`config.mk`:
```
export PLATFORM = sky130hd
export DESIGN_NAME = mp_add_sequencer
export DESIGN_NICKNAME = d
export VERILOG_FILES = /design/src/rtl/mp_add_pkg.sv /design/src/rtl/byte_add_slice.sv /design/src/rtl/mp_add_sequencer.sv
export SDC_FILE = /design/constraint.sdc
export NUM_CORES = 1
export LEC_CHECK = 0
export ABC_CLOCK_PERIOD_IN_PS = 2750
export BUFFER_PORTS_ARGS = -buffer_cell sky130_fd_sc_hd__buf_2
export CAP_MARGIN = 20
export CORE_ASPECT_RATIO = 2
export CORE_MARGIN = 2
export CORE_UTILIZATION = 46
export DETAILED_ROUTE_END_ITERATION = 10
export HOLD_SLACK_MARGIN = 0.03
export PLACE_DENSITY = 0.72
export RECOVER_POWER = 100
export SETUP_SLACK_MARGIN = 0.02
export SYNTH_ARGS = -nofsm -noshare
export SYNTH_HDL_FRONTEND = slang
export SYNTH_SLANG_ARGS = --single-unit
```
`constraint.sdc`:
```
create_clock -name RCOClk -period 2.75 [get_ports RCOClk]
set_input_delay 0.825 -clock RCOClk [delete_from_list [all_inputs] [get_ports RCOClk]]
set_output_delay 0.825 -clock RCOClk [all_outputs]
set_load 0.05 [all_outputs]
```
`src/rtl/mp_add_pkg.sv`:
```
// Shared definitions for the multi-precision add sequencer.
//   stateE : sequencer FSM states (idle, byte-serial run, done pulse)
//   BYTE_W : width of the add slice, in bits
//   clog2  : index width for a byte counter covering n bytes
package mp_add_pkg;

  localparam int unsigned BYTE_W = 8;

  typedef enum logic [1:0] {
    StIdle,
    StRun,
    StDone
  } stateE;

  // Never returns 0, so a one-byte operand still gets a 1-bit index.
  function automatic int unsigned clog2(input int unsigned n);
    int unsigned r;
    r = 1;
    for (int unsigned i = 1; i < 32; i++) begin
      if ((32'd1 << i) < n) r = i + 1;
    end
    return r;
  endfunction

endpackage

```
`src/rtl/byte_add_slice.sv`:
```
// Combinational 8-bit adder slice with carry in and carry out.
//   addA, addB : operand bytes
//   carryIn    : carry into bit 0
//   sum        : 8-bit sum
//   carryOut   : carry out of bit 7
module byte_add_slice
  import mp_add_pkg::*;
(
  input  logic [BYTE_W-1:0] addA,
  input  logic [BYTE_W-1:0] addB,
  input  logic              carryIn,
  output logic [BYTE_W-1:0] sum,
  output logic              carryOut
);

  always_comb begin
    {carryOut, sum} = {1'b0, addA} + {1'b0, addB} + {{BYTE_W{1'b0}}, carryIn};
  end

endmodule

```
`src/rtl/mp_add_sequencer.sv`:
```
// Multi-precision add controller: adds two WORDS-byte operands through one 8-bit slice,
// LSB byte first, carrying between cycles in a register.
// Optional feature macro: SUB_EN (adds RCOSubMode and X-Y with borrow convention).
//   RCOClk, RCOReset      : clock, synchronous active-high reset
//   RCOStart              : start request, honoured only while RCOReady=1
//   RCOAddX, RCOAddY      : operands, captured on accepted start
//   RCOCarryIn            : initial carry (borrow-in when subtracting)
//   RCOSubMode            : SUB_EN only, 1 selects X-Y
//   RCOReady, RCOBusy     : idle/accepting, processing bytes
//   RCODone               : one-cycle result-valid pulse
//   RCOSum, RCOCarryOut   : result and final carry, held until the next accepted start
module mp_add_sequencer
  import mp_add_pkg::*;
#(
  parameter int unsigned WORDS = 4
) (
  input  logic                    RCOClk,
  input  logic                    RCOReset,
  input  logic                    RCOStart,
  input  logic [BYTE_W*WORDS-1:0] RCOAddX,
  input  logic [BYTE_W*WORDS-1:0] RCOAddY,
  input  logic                    RCOCarryIn,
`ifdef SUB_EN
  input  logic                    RCOSubMode,
`endif
  output logic                    RCOReady,
  output logic                    RCOBusy,
  output logic                    RCODone,
  output logic [BYTE_W*WORDS-1:0] RCOSum,
  output logic                    RCOCarryOut
);

  localparam int unsigned OpW  = BYTE_W * WORDS;
  localparam int unsigned IdxW = clog2(WORDS);
  localparam logic [IdxW-1:0] LastIdx = IdxW'(WORDS - 1);

  stateE           stateQ;
  logic [OpW-1:0]  xQ;
  logic [OpW-1:0]  yQ;
  logic            carryQ;
  logic [IdxW-1:0] indexQ;
`ifdef SUB_EN
  logic            subQ;
`endif

  logic [BYTE_W-1:0] xByte;
  logic [BYTE_W-1:0] yByte;
  logic [BYTE_W-1:0] sliceSum;
  logic              sliceCarry;

  always_comb begin
    xByte = xQ[indexQ*BYTE_W +: BYTE_W];
`ifdef SUB_EN
    // X + ~Y + ~borrowIn == X - Y - borrowIn; final carry reads as NOT borrow.
    yByte = subQ ? ~yQ[indexQ*BYTE_W +: BYTE_W] : yQ[indexQ*BYTE_W +: BYTE_W];
`else
    yByte = yQ[indexQ*BYTE_W +: BYTE_W];
`endif
  end

  byte_add_slice uSlice (
    .addA     (xByte),
    .addB     (yByte),
    .carryIn  (carryQ),
    .sum      (sliceSum),
    .carryOut (sliceCarry)
  );

  always_ff @(posedge RCOClk) begin
    if (RCOReset) begin
      stateQ      <= StIdle;
      xQ          <= '0;
      yQ          <= '0;
      carryQ      <= 1'b0;
      indexQ      <= '0;
`ifdef SUB_EN
      subQ        <= 1'b0;
`endif
      RCOReady    <= 1'b1;
      RCOBusy     <= 1'b0;
      RCODone     <= 1'b0;
      RCOSum      <= '0;
      RCOCarryOut <= 1'b0;
    end else begin
      unique case (stateQ)
        StIdle: begin
          RCODone <= 1'b0;
          if (RCOStart) begin
            xQ       <= RCOAddX;
            yQ       <= RCOAddY;
            indexQ   <= '0;
`ifdef SUB_EN
            subQ     <= RCOSubMode;
            carryQ   <= RCOSubMode ? ~RCOCarryIn : RCOCarryIn;
`else
            carryQ   <= RCOCarryIn;
`endif
            RCOReady <= 1'b0;
            RCOBusy  <= 1'b1;
            stateQ   <= StRun;
          end
        end
        StRun: begin
          // Result is built in place; bytes above indexQ still hold the previous result.
          RCOSum[indexQ*BYTE_W +: BYTE_W] <= sliceSum;
          carryQ <= sliceCarry;
          if (indexQ == LastIdx) begin
            RCOBusy <= 1'b0;
            stateQ  <= StDone;
          end else begin
            indexQ <= indexQ + 1'b1;
          end
        end
        StDone: begin
          RCODone     <= 1'b1;
          RCOCarryOut <= carryQ;
          RCOReady    <= 1'b1;
          stateQ      <= StIdle;
        end
        default: begin
          stateQ <= StIdle;
        end
      endcase
    end
  end

endmodule

```
* Yosys cells after proc, flatten, opt, wreduce, memory -nomap -nowiden
Cells that the tools add are included.
Word-level totals: register bits 105, bits of input ports 68, output and inout bits 36
Cells by class: $add $sub $neg 4, equality and inequality tests 6, shift-type cells 4, mux-type cells 15, reductions and logical operators 9
Operator list (number):
- $shiftx A32 B6 Y8 | 2
- $neg A5 Y34 | 1
- $shift A8 B34 Y32 const A | 1
- $shiftx A8 B34 Y32 | 1
- $bwmux W32 | 1
- $add A8 B8 Y9 | 1
- $add A9 B1 Y9 | 1
- $mux W2 | 4
- $pmux W1 S2 | 4
- $pmux W2 S2 | 2
- $reduce_and A2 Y1 | 4
- $ne A2 B2 Y1 const B | 3
- $reduce_and A3 Y1 | 2
- $eq A2 B2 Y1 const B | 2
- $mux W1 | 4
- $reduce_bool A2 Y1 | 2
- $add A2 B1 Y2 const B | 1
- $eq A2 B1 Y1 const B | 1
- $logic_not A2 Y1 | 1

* Logic depth before layout (Yosys ltp)
Gate-level depths: netlist of the first run.
word-level depth 5, gate-level depth with buffers 9

* Hierarchy
Synthesis of the first run repeated with hierarchy kept, for this count alone.
Unflattened totals: cells, all modules 510, area total of the unflattened synthesis 4600.7 sq um
Modules (own cells, without submodules):
- mp_add_sequencer | times used 1, cells an instance 468, area an instance 4269.1 sq um
- byte_add_slice | times used 1, cells an instance 42, area an instance 331.6 sq um

* Worst setup path before layout of the first run
Ideal clock, no wire load.
path type reg-to-reg, from register indexQ[0], to register RCOSum[28], setup time 128 ps, data arrival time 2744 ps, required time 2622 ps, path slack -122 ps, stages on the path, launching flop included 9, path buffers 1, cell sequence dfxtp_1 -> buf_6 -> mux4_1 -> fa_1 -> fa_1 -> a21o_1 -> a211o_1 -> a32oi_1 -> nor2_1
Between the ends: longest elaborated chain between the ends 5
Ends and longest elaborated chain:
- from (decl) | RTL line mp_add_sequencer.sv:41 | logic [IdxW-1:0] indexQ;
- from (signal assigned) | RTL line mp_add_sequencer.sv:111 | indexQ <= indexQ + 1'b1;
- $shiftx A32 B6 Y8, on equally long branches | RTL line mp_add_sequencer.sv:52, mp_add_sequencer.sv:57
- $add A8 B8 Y9 | RTL line byte_add_slice.sv:17 | {carryOut, sum} = {1'b0, addA} + {1'b0, addB} + {{BYTE_W{1'b0}}, carryIn};
- $add A9 B1 Y9 | RTL line byte_add_slice.sv:17
- $shiftx A8 B34 Y32 | RTL line mp_add_sequencer.sv:105 | RCOSum[indexQ*BYTE_W +: BYTE_W] <= sliceSum;
- $bwmux W32 (*) | RTL line mp_add_sequencer.sv:105
- to (signal, indexed assignment) | RTL line mp_add_sequencer.sv:105
- to (decl) | RTL line mp_add_sequencer.sv:29 | output logic [BYTE_W*WORDS-1:0] RCOSum,
Every way passes the cells marked *; elsewhere a longest branch is shown, timed or not. A chain may end at the register's enable or synchronous reset.

* Worst setup path in the final report of the first run
from register indexQ[0], to register RCOSum[4]
The elaborated chain is that of the path after synthesis.

==> flow_summary.ini, run 1 <==
[status]
status = finished, final reports clean

[min_path]
hp-class = register to register
hp-start = xQ[19]$_SDFFE_PP0P_

[finish]
final_area_sq_mm = 0.00553
antennaDiodeCount = 0
syn2layout_area_growth_pct = 20.4
finalNetCount = 696
drive_above_1_share = 0.210
finalCoreUtilization = 0.567

[cts]
clockBufferDepth = 2
clock_latency_ns = 0.35
htreeDepth = 3
cts_buffers = 9
cts_root_buffer = clkbuf_16
cts_num_sinks = 105
cts_tree = yes
clk_pin_slew_ns = 0.06

[worst_setup_path]
critical_path_class = register to register
worstSetupStartpointType = register
cpPeakStageDelay_ns = 0.52
cp_common_cell = fa_2
worstSetupEndpointType = register
required_ns = 2.97
path_max_fanout = 4
r2r_start = indexQ[0]$_SDFFE_PP0P_
startpoint = indexQ[0]$_SDFFE_PP0P_
crit_arrival_ns = 2.85
worstPathCellList = mux4_2, fa_2, fa_2, a21o_1, a211o_1, a32oi_1, nor2_1
cp_slowest_cell = mux4_2

[timing]
fmax_ghz = 0.381
tightest_slew_ns = 1.20
finalCritPeriodShare = 0.954
finalHoldViolations = 0
drv_slew = 0
finalClockSkew_ns = 0.00705
slew_headroom = 0.201
finalCriticalPeriod_ns = 2.62
finalSetupTns_ns = 0
finalSetupViolations = 0
rsz0062_at_grt = true

[synthesis]
synth-seq-cells = 105
syn_inst = 515
ys_seq_area_frac = 0.457
syn_area_sq_mm = 0.00460
synth_top_flop_cell = dfxtp_1
avgSynthCellArea_sq_um = 8.93
async_reset_ff_frac = 0
ys_warn_count = 0
synth_edf_count = 0
yosys.cell_types.count = 45
syn-num-nets = 598

[detailed_routing]
firstDrtPassIters = 5
wl_per_cell_um = 15.7
drt_wl_total_um = 11800
dr.max_layer_used = met4
drtIter0Drc = 218
ant_nets = 0
wl_met3_um = 459
wl_met1_um = 4400
viasPerCell = 5.48
dr_wl_met2_um = 6460
vias = 4110
drcViolationCount = 0

[floorplanning]
die_x_um = 74.7
core_sq_mm = 0.00976
die_y_um = 145
dieArea_sq_mm = 0.0109
start_util = 0.471
io_pins = 104
rows = 51

[power_and_ir_drop]
leakage_nw = 2.13
powerDensity_mw_per_mm2 = 605
ir_worst_vdd_mv = 0.452

[flow_run]
maxCapViolCount = 0

[place]
portBuffers = 103
placed_area_sq_mm = 0.00527
dp_hpwl_um = 8690
place_congestion = 0.825

[global_route]
grt_pass1_vias = 3979
grt.overflow.total = 0
grt_usage = 0.222
grt_max_degree = 65
grt_first_pass_wirelength_um = 18600
antenna_found_initial = 0
## metrics by stage
stage	total power [mW]	hold WS, ns	worst slack [ns]	std cells
after global placement	2.09	0.439	0.127	731
final	3.35	0.452	0.127	750
after floorplan	1.95	0.432	0.0526	515
after global routing	3.48	0.474	0.0105	750
after detailed placement	2.10	0.445	0.0543	731
after CTS	3.36	0.454	0.0394	747
## kinds of logic after synthesis
| kind of cell | synth area share |
|---|---|
| AND/OR/NAND/NOR | 0.201 |
| AO/OA/AOI/OAI | 0.166 |
| flip-flops | 0.457 |
| buffers and inverters | 0.0403 |
| multiplexers | 0.0879 |
| adder cells (fa/ha/maj) | 0.0441 |
| XOR/XNOR | 0.00381 |
## cell type report
cell class	instances	area (sq um)
Multi-Input combinational cell	370	2330
Fill cell	924	4230
Timing Repair Buffer	122	617
Inverter	5	18.8
Clock buffer	11	243
Clock inverter	5	55.1
Sequential cell	105	2110
Tap cell	132	165
## power by group
group          switching, mW  internal (mW)  leakage, nW
combinational          0.265          0.186         1.13
clock                  0.546          0.727        0.142
sequential            0.0411           1.59        0.858
## registers in the layout (all words and copies together), names as in the netlist
name / cells
stateQ: 2
RCOReady: 1
RCOBusy: 1
RCOSum: 32
RCOCarryOut: 1
carryQ: 1
indexQ: 2
RCODone: 1
xQ: 32
yQ: 32
## worst max-delay path: cells and delay by family (launching register included)
family	cells	cell delay, ns
fa+ha+maj	2	0.80
compound gates	3	0.75
mux	1	0.52
flops	1	0.37
simple gates	1	0.06
## final timing paths
check        slack [ns]                     end  cells past startpoint
max reg2reg        0.13  RCOSum[4]$_SDFFE_PP0P_                      7
max                0.13  RCOSum[4]$_SDFFE_PP0P_                      7
min reg2reg        0.45     xQ[19]$_SDFFE_PP0P_                      2
min                0.45     xQ[19]$_SDFFE_PP0P_                      2
## synthesized netlist by cell type (5+ instances only)
library cell	n	share of area
a22oi_1	14	0.023
mux4_1	6	0.034
ha_1	13	0.035
o21ai_0	18	0.020
nand2_1	135	0.11
dfxtp_1	105	0.46
a21oi_1	71	0.077
inv_1	5	0.0041
nand3b_1	17	0.028
nand2b_1	5	0.0068
nor2_1	26	0.021
buf_2	19	0.021
mux4_2	10	0.049
clkbuf_1	13	0.011
## placed cells by master, fill, tap and decap left out, types with 2 or more instances in the layout
cell        count
a211oi_1        2
a211oi_2        2
a21o_1          2
a21oi_1        70
a22oi_1        14
a31oi_1         4
a32oi_1         4
buf_2          66
buf_4          14
clkbuf_1       38
clkbuf_16       9
clkbuf_2        3
clkinv_2        2
clkinvlp_4      2
dfxtp_1       103
fa_2            2
ha_1           12
inv_1           5
mux4_2         15
nand2_1       135
nand2b_1        4
nand3_1         4
nand3b_1       17
nor2_1         25
nor3_1          4
o211ai_1        3
o21a_1          2
o21ai_0        13
o21ai_1         5
o21bai_1        2
or3_1           4
or3b_1          3
or4_1           3
## metal layers
layer / GRT usage / vias to the layer above
met1: 0.242 / 1969
li1: - / 1993
met5: 0 / -
met3: 0.0443 / 30
met4: 0.108 / 0
met2: 0.393 / 118
## what timing repair did
action	in CTS	in global routing
resized for setup	0	17
setup endpoints to repair	0	18
hold buffers	0	0
setup buffers	0	3
No activity file was read; power rests on OpenSTA's default activity.
==> inputs of run 2 (changes only) <==
ABC_CLOCK_PERIOD_IN_PS = 3300   (was 2750)
HOLD_SLACK_MARGIN = default   (was 0.03)
PLACE_DENSITY = 0.7   (was 0.72)
RECOVER_POWER = default   (was 100)
clock period = 3.3 ns   (was 2.75 ns; I/O delays follow)
==> run 2 against run 1 <==
Via count shrank 2.3%. Sequential power fell by 17%. Wire length rose by 0.42%. Power down 17%. Hold slack about the same. Combinational power decreased by 21%. Sequential share of layout area increased by 0.13 points. Clock skew shrank 0.0015 ns. Fmax is 14% lower. Register-to-register slack improved by 0.13 ns. Die area unchanged.
==> flow_summary.ini, run 2 (same netlist as run 1, synthesis figures left out) <==
[worst_setup_path]
path_max_fanout = 6
r2r_start = indexQ[0]$_SDFFE_PP0P_
critical_path_buf_inv_count = 0
cp_common_cell = fa_1
worstPathCellList = mux4_1, fa_1, fa_1, a211oi_2, o21a_1, o211ai_1, o21ai_0
required_ns = 3.57
r2r_slack_ns = 0.26
crit_arrival_ns = 3.31
cp_top_family = adder cells
worstSetupStartpointType = register
critical_path_class = register to register
cpPeakStageDelay_ns = 0.62
startpoint = indexQ[0]$_SDFFE_PP0P_
worstSetupEndpointType = register
cp_slowest_cell = mux4_1

[detailed_routing]
vias = 4014
drtIter0Drc = 113
drt_wl_total_um = 11900
viasPerCell = 5.44
firstDrtPassIters = 4
wl_per_cell_um = 16.1
ant_nets = 0
drcViolationCount = 0

[timing]
rsz0062_at_grt = false
finalClockSkew_ns = 0.00556
finalSetupViolations = 0
tightest_slew_ns = 0.861
fmax_ghz = 0.329
finalSetupTns_ns = 0
slew_headroom = 0.426
finalCriticalPeriod_ns = 3.04
drv_slew = 0
finalCritPeriodShare = 0.922
finalHoldViolations = 0

[cts]
cts_setup_buffers = 0
clock_latency_ns = 0.34
clk_pin_slew_ns = 0.07
cts_tree = yes
cts_buffers = 9
cts_root_buffer = clkbuf_16
cts_num_sinks = 105
htreeDepth = 3
cts_hold_buffers = 0
clockBufferDepth = 2

[place]
dp_hpwl_um = 9040
placed_area_sq_mm = 0.00520
portBuffers = 103
place_congestion = 0.862

[global_route]
grt.overflow.total = 0
grt_pass1_vias = 3965
grt_usage = 0.229
antenna_found_initial = 0
grt_max_degree = 65
grt_first_pass_wirelength_um = 18800

[finish]
syn2layout_area_growth_pct = 19.7
final_common_cell = nand2_1
antennaDiodeCount = 0
largestRegisters = RCOSum (32), xQ (32), yQ (32)
final_area_sq_mm = 0.00550
drive_above_1_share = 0.236
fillers = 912
finalNetCount = 684
final_cell_mix = 135 x nand2_1, 105 x dfxtp_1, 103 x buf_2

[flow_run]
maxCapViolCount = 0

[floorplanning]
die_y_um = 145
dieArea_sq_mm = 0.0109
rows = 51
core_sq_mm = 0.00976
io_pins = 104
die_x_um = 74.7
start_util = 0.471

[power_and_ir_drop]
finalPower_mw = 2.77
powerDensity_mw_per_mm2 = 503
ir_worst_vdd_mv = 0.351
leakage_nw = 2.27

[min_path]
hp-class = register to register
hp-start = yQ[23]$_SDFFE_PP0P_

[status]
status = finished, final reports clean
==> run 2: final cells by class <==
type,instances,area [sq um],area share
tap,132,165,0.0300
clock inverter,5,55.1,0.0100
timing repair buffer,110,593,0.108
inverter,5,18.8,0.00341
sequential,105,2100,0.382
multi-input combinational,370,2330,0.423
clock buffer,11,243,0.0441
==> run 2: path summary, 6_finish.rpt <==
path / endpoint / depth (start not counted)
max: RCOSum[14]$_SDFFE_PP0P_ / 7
max reg2reg: RCOSum[14]$_SDFFE_PP0P_ / 7
min: yQ[23]$_SDFFE_PP0P_ / 2
min reg2reg: yQ[23]$_SDFFE_PP0P_ / 2
==> run 2: timing repair <==
| action | 4_1_cts | 5_1_grt |
|---|---|---|
| gates resized for setup | 0 | 1 |
| endpoints found under the setup margin | 0 | 4 |
| endpoints found under the hold margin | 0 | 0 |
==> run 2: power breakdown <==
group | total [mW] | internal [mW] | switching (mW)
combinational | 0.356 | 0.145 | 0.212
clock | 1.05 | 0.606 | 0.447
sequential | 1.36 | 1.32 | 0.0391
total | 2.77 | 2.07 | 0.697
==> run 2: through the flow <==
step / hold WS [ns] / utilization / std cells / setup WS [ns]
2_1_floorplan: 0.432 / - / 515 / 0.428
3_3_place_gp: 0.440 / 0.533 / 722 / 0.277
3_5_place_dp: 0.446 / 0.533 / 722 / 0.176
4_1_cts: 0.454 / 0.563 / 738 / 0.149
5_1_grt: 0.471 / 0.564 / 738 / 0.0748
6_report: 0.452 / 0.564 / 738 / 0.257
==> run 2: tightest hold or removal path: stages, from the launching register on <==
cell	delay, ns
dfxtp_1	0.31
nand2_1	0.05
a21oi_1	0.05
==> run 2: metal layers <==
layer  routed length (um)  track usage
met3                  400       0.0464
met1                 4140        0.238
met5                    0            0
met4                  647        0.142
met2                 6660        0.401
==> inputs of run 3 (changes only) <==
CTS_BUF_LIST = sky130_fd_sc_hd__clkbuf_8   (was default)
==> run 3 against run 2 <==
Final area is 1.8% lower. Wire length fell by 0.87%. Non-clock buffer count did not move. Setup slack gained 0.012 ns. Utilization shrank 1.0 points. Fmax grew 0.41%. Critical endpoint is now RCOSum[30]$_SDFFE_PP0P_. Largest cell class unchanged. Highest routed layer unchanged.
==> flow_summary.ini, run 3 (same netlist as run 1, synthesis figures left out) <==
[worst_setup_path]
r2r-end = RCOSum[30]$_SDFFE_PP0P_
r2r_slack_ns = 0.27
startpoint = indexQ[0]$_SDFFE_PP0P_
cp-endpoint = RCOSum[30]$_SDFFE_PP0P_
critical_path_depth = 7
worstPathCellList = mux4_1, fa_1, fa_1, a211oi_2, o21a_1, o211ai_1, o21ai_0
worstSetupStartpointType = register
r2r_start = indexQ[0]$_SDFFE_PP0P_
critical_path_buf_inv_count = 0
critical_path_class = register to register
crit_arrival_ns = 3.34
cp_common_cell = fa_1
required_ns = 3.61
cp_top_family = adder cells
r2r.worst_path.cells = 7
cpPeakStageDelay_ns = 0.62
path_max_fanout = 6
worstSetupEndpointType = register
cp_slowest_cell = mux4_1

[power_and_ir_drop]
leakage_nw = 2.23
powerDensity_mw_per_mm2 = 463
finalPower_mw = 2.50
ir_worst_vdd_mv = 0.283

[cts]
htreeDepth = 3
cts_tree = yes
cts_root_buffer = clkbuf_8
clk_pin_slew_ns = 0.09
cts_hold_buffers = 0
cts_buffers = 9
cts_num_sinks = 105
clock_latency_ns = 0.38
clockBufferDepth = 2

[finish]
final_cell_mix = 135 x nand2_1, 105 x dfxtp_1, 103 x buf_2
syn2layout_area_growth_pct = 17.5
fillers = 924
drive_above_1_share = 0.236
finalNetCount = 684
instances_no_fill = 738
final_common_cell = nand2_1
largestRegisters = RCOSum (32), xQ (32), yQ (32)
antennaDiodeCount = 0

[detailed_routing]
drtIter0Drc = 127
wl_per_cell_um = 15.9
viasPerCell = 5.40
vias = 3986
ant_nets = 0
drcViolationCount = 0
firstDrtPassIters = 4
drt_wl_total_um = 11800

[timing]
finalClockSkew_ns = 0.0100
finalCritPeriodShare = 0.918
rsz0062_at_grt = false
finalCriticalPeriod_ns = 3.03
finalHoldViolations = 0
fmax_ghz = 0.330
finalSetupTns_ns = 0
finalSetupViolations = 0
slew_headroom = 0.429
drv_slew = 0
tightest_slew_ns = 0.856

[global_route]
grt_first_pass_wirelength_um = 18700
grt_max_degree = 65
grt.overflow.total = 0
grt_pass1_vias = 3951
antenna_found_initial = 0
grt_usage = 0.229

[floorplanning]
die_y_um = 145
die_x_um = 74.7
start_util = 0.471
dieArea_sq_mm = 0.0109
rows = 51
core_sq_mm = 0.00976
io_pins = 104

[flow_run]
maxCapViolCount = 0

[status]
status = finished, final reports clean

[place]
dp_hpwl_um = 9040
place_congestion = 0.862
portBuffers = 103
placedCellCount = 722

[min_path]
hp-class = register to register
## run 3: worst reg2reg max path, stage by stage, from the launching register on
cell and delay, ns:
dfxtp_1 0.49, mux4_1 0.62, fa_1 0.48, fa_1 0.46, a211oi_2 0.41, o21a_1 0.20, o211ai_1 0.14, o21ai_0 0.17
## run 3: cell type report
type	count	area [sq um]	area share
multi-input cells	370	2330	0.431
flip-flops and latches	105	2100	0.389
repair buffers	110	593	0.110
well taps	132	165	0.0306
clock buffers	10	138	0.0255
clock inverters	6	58.8	0.0109
inverters	5	18.8	0.00347
## run 3: layer usage
layer / share of wire / track usage / wire length, um
met5: 0 / 0 / 0
met4: 0.064 / 0.159 / 751
met3: 0.032 / 0.0381 / 373
met2: 0.55 / 0.393 / 6500
met1: 0.35 / 0.241 / 4130
## run 3: what timing repair did
action | 4_1_cts | 5_1_grt
setup buffers | 0 | 0
endpoints found under the hold margin | 0 | 0
resized for setup | 0 | 1
setup endpoints to repair | 0 | 5
## run 3: per-stage QoR
| step | worst slack (ns) | util | hold slack [ns] | instance area, sq um |
|---|---|---|---|---|
| floorplan | 0.428 | - | 0.432 | 4600 |
| global placement | 0.277 | 0.533 | 0.440 | 5200 |
| detailed placement | 0.176 | 0.533 | 0.446 | 5200 |
| CTS | 0.165 | 0.553 | 0.459 | 5400 |
| global route | 0.0776 | 0.553 | 0.477 | 5400 |
| finish | 0.269 | 0.553 | 0.458 | 5400 |
## run 3: worst min-delay path by stage
stage / from / cells after the start / to / slack [ns]
floorplan: xQ[10]$_SDFFE_PP0P_ / 2 / xQ[10]$_SDFFE_PP0P_ / 0.43
global placement: xQ[14]$_SDFFE_PP0P_ / 2 / xQ[14]$_SDFFE_PP0P_ / 0.44
detailed placement: yQ[23]$_SDFFE_PP0P_ / 2 / yQ[23]$_SDFFE_PP0P_ / 0.45
CTS: yQ[23]$_SDFFE_PP0P_ / 2 / yQ[23]$_SDFFE_PP0P_ / 0.46
global route: yQ[23]$_SDFFE_PP0P_ / 2 / yQ[23]$_SDFFE_PP0P_ / 0.48
finish: xQ[19]$_SDFFE_PP0P_ / 2 / xQ[19]$_SDFFE_PP0P_ / 0.46
## run 3: power breakdown
part,internal [mW],switching [mW]
Clock,0.366,0.423
Sequential,1.32,0.0383
Combinational,0.145,0.212
Total,1.83,0.673
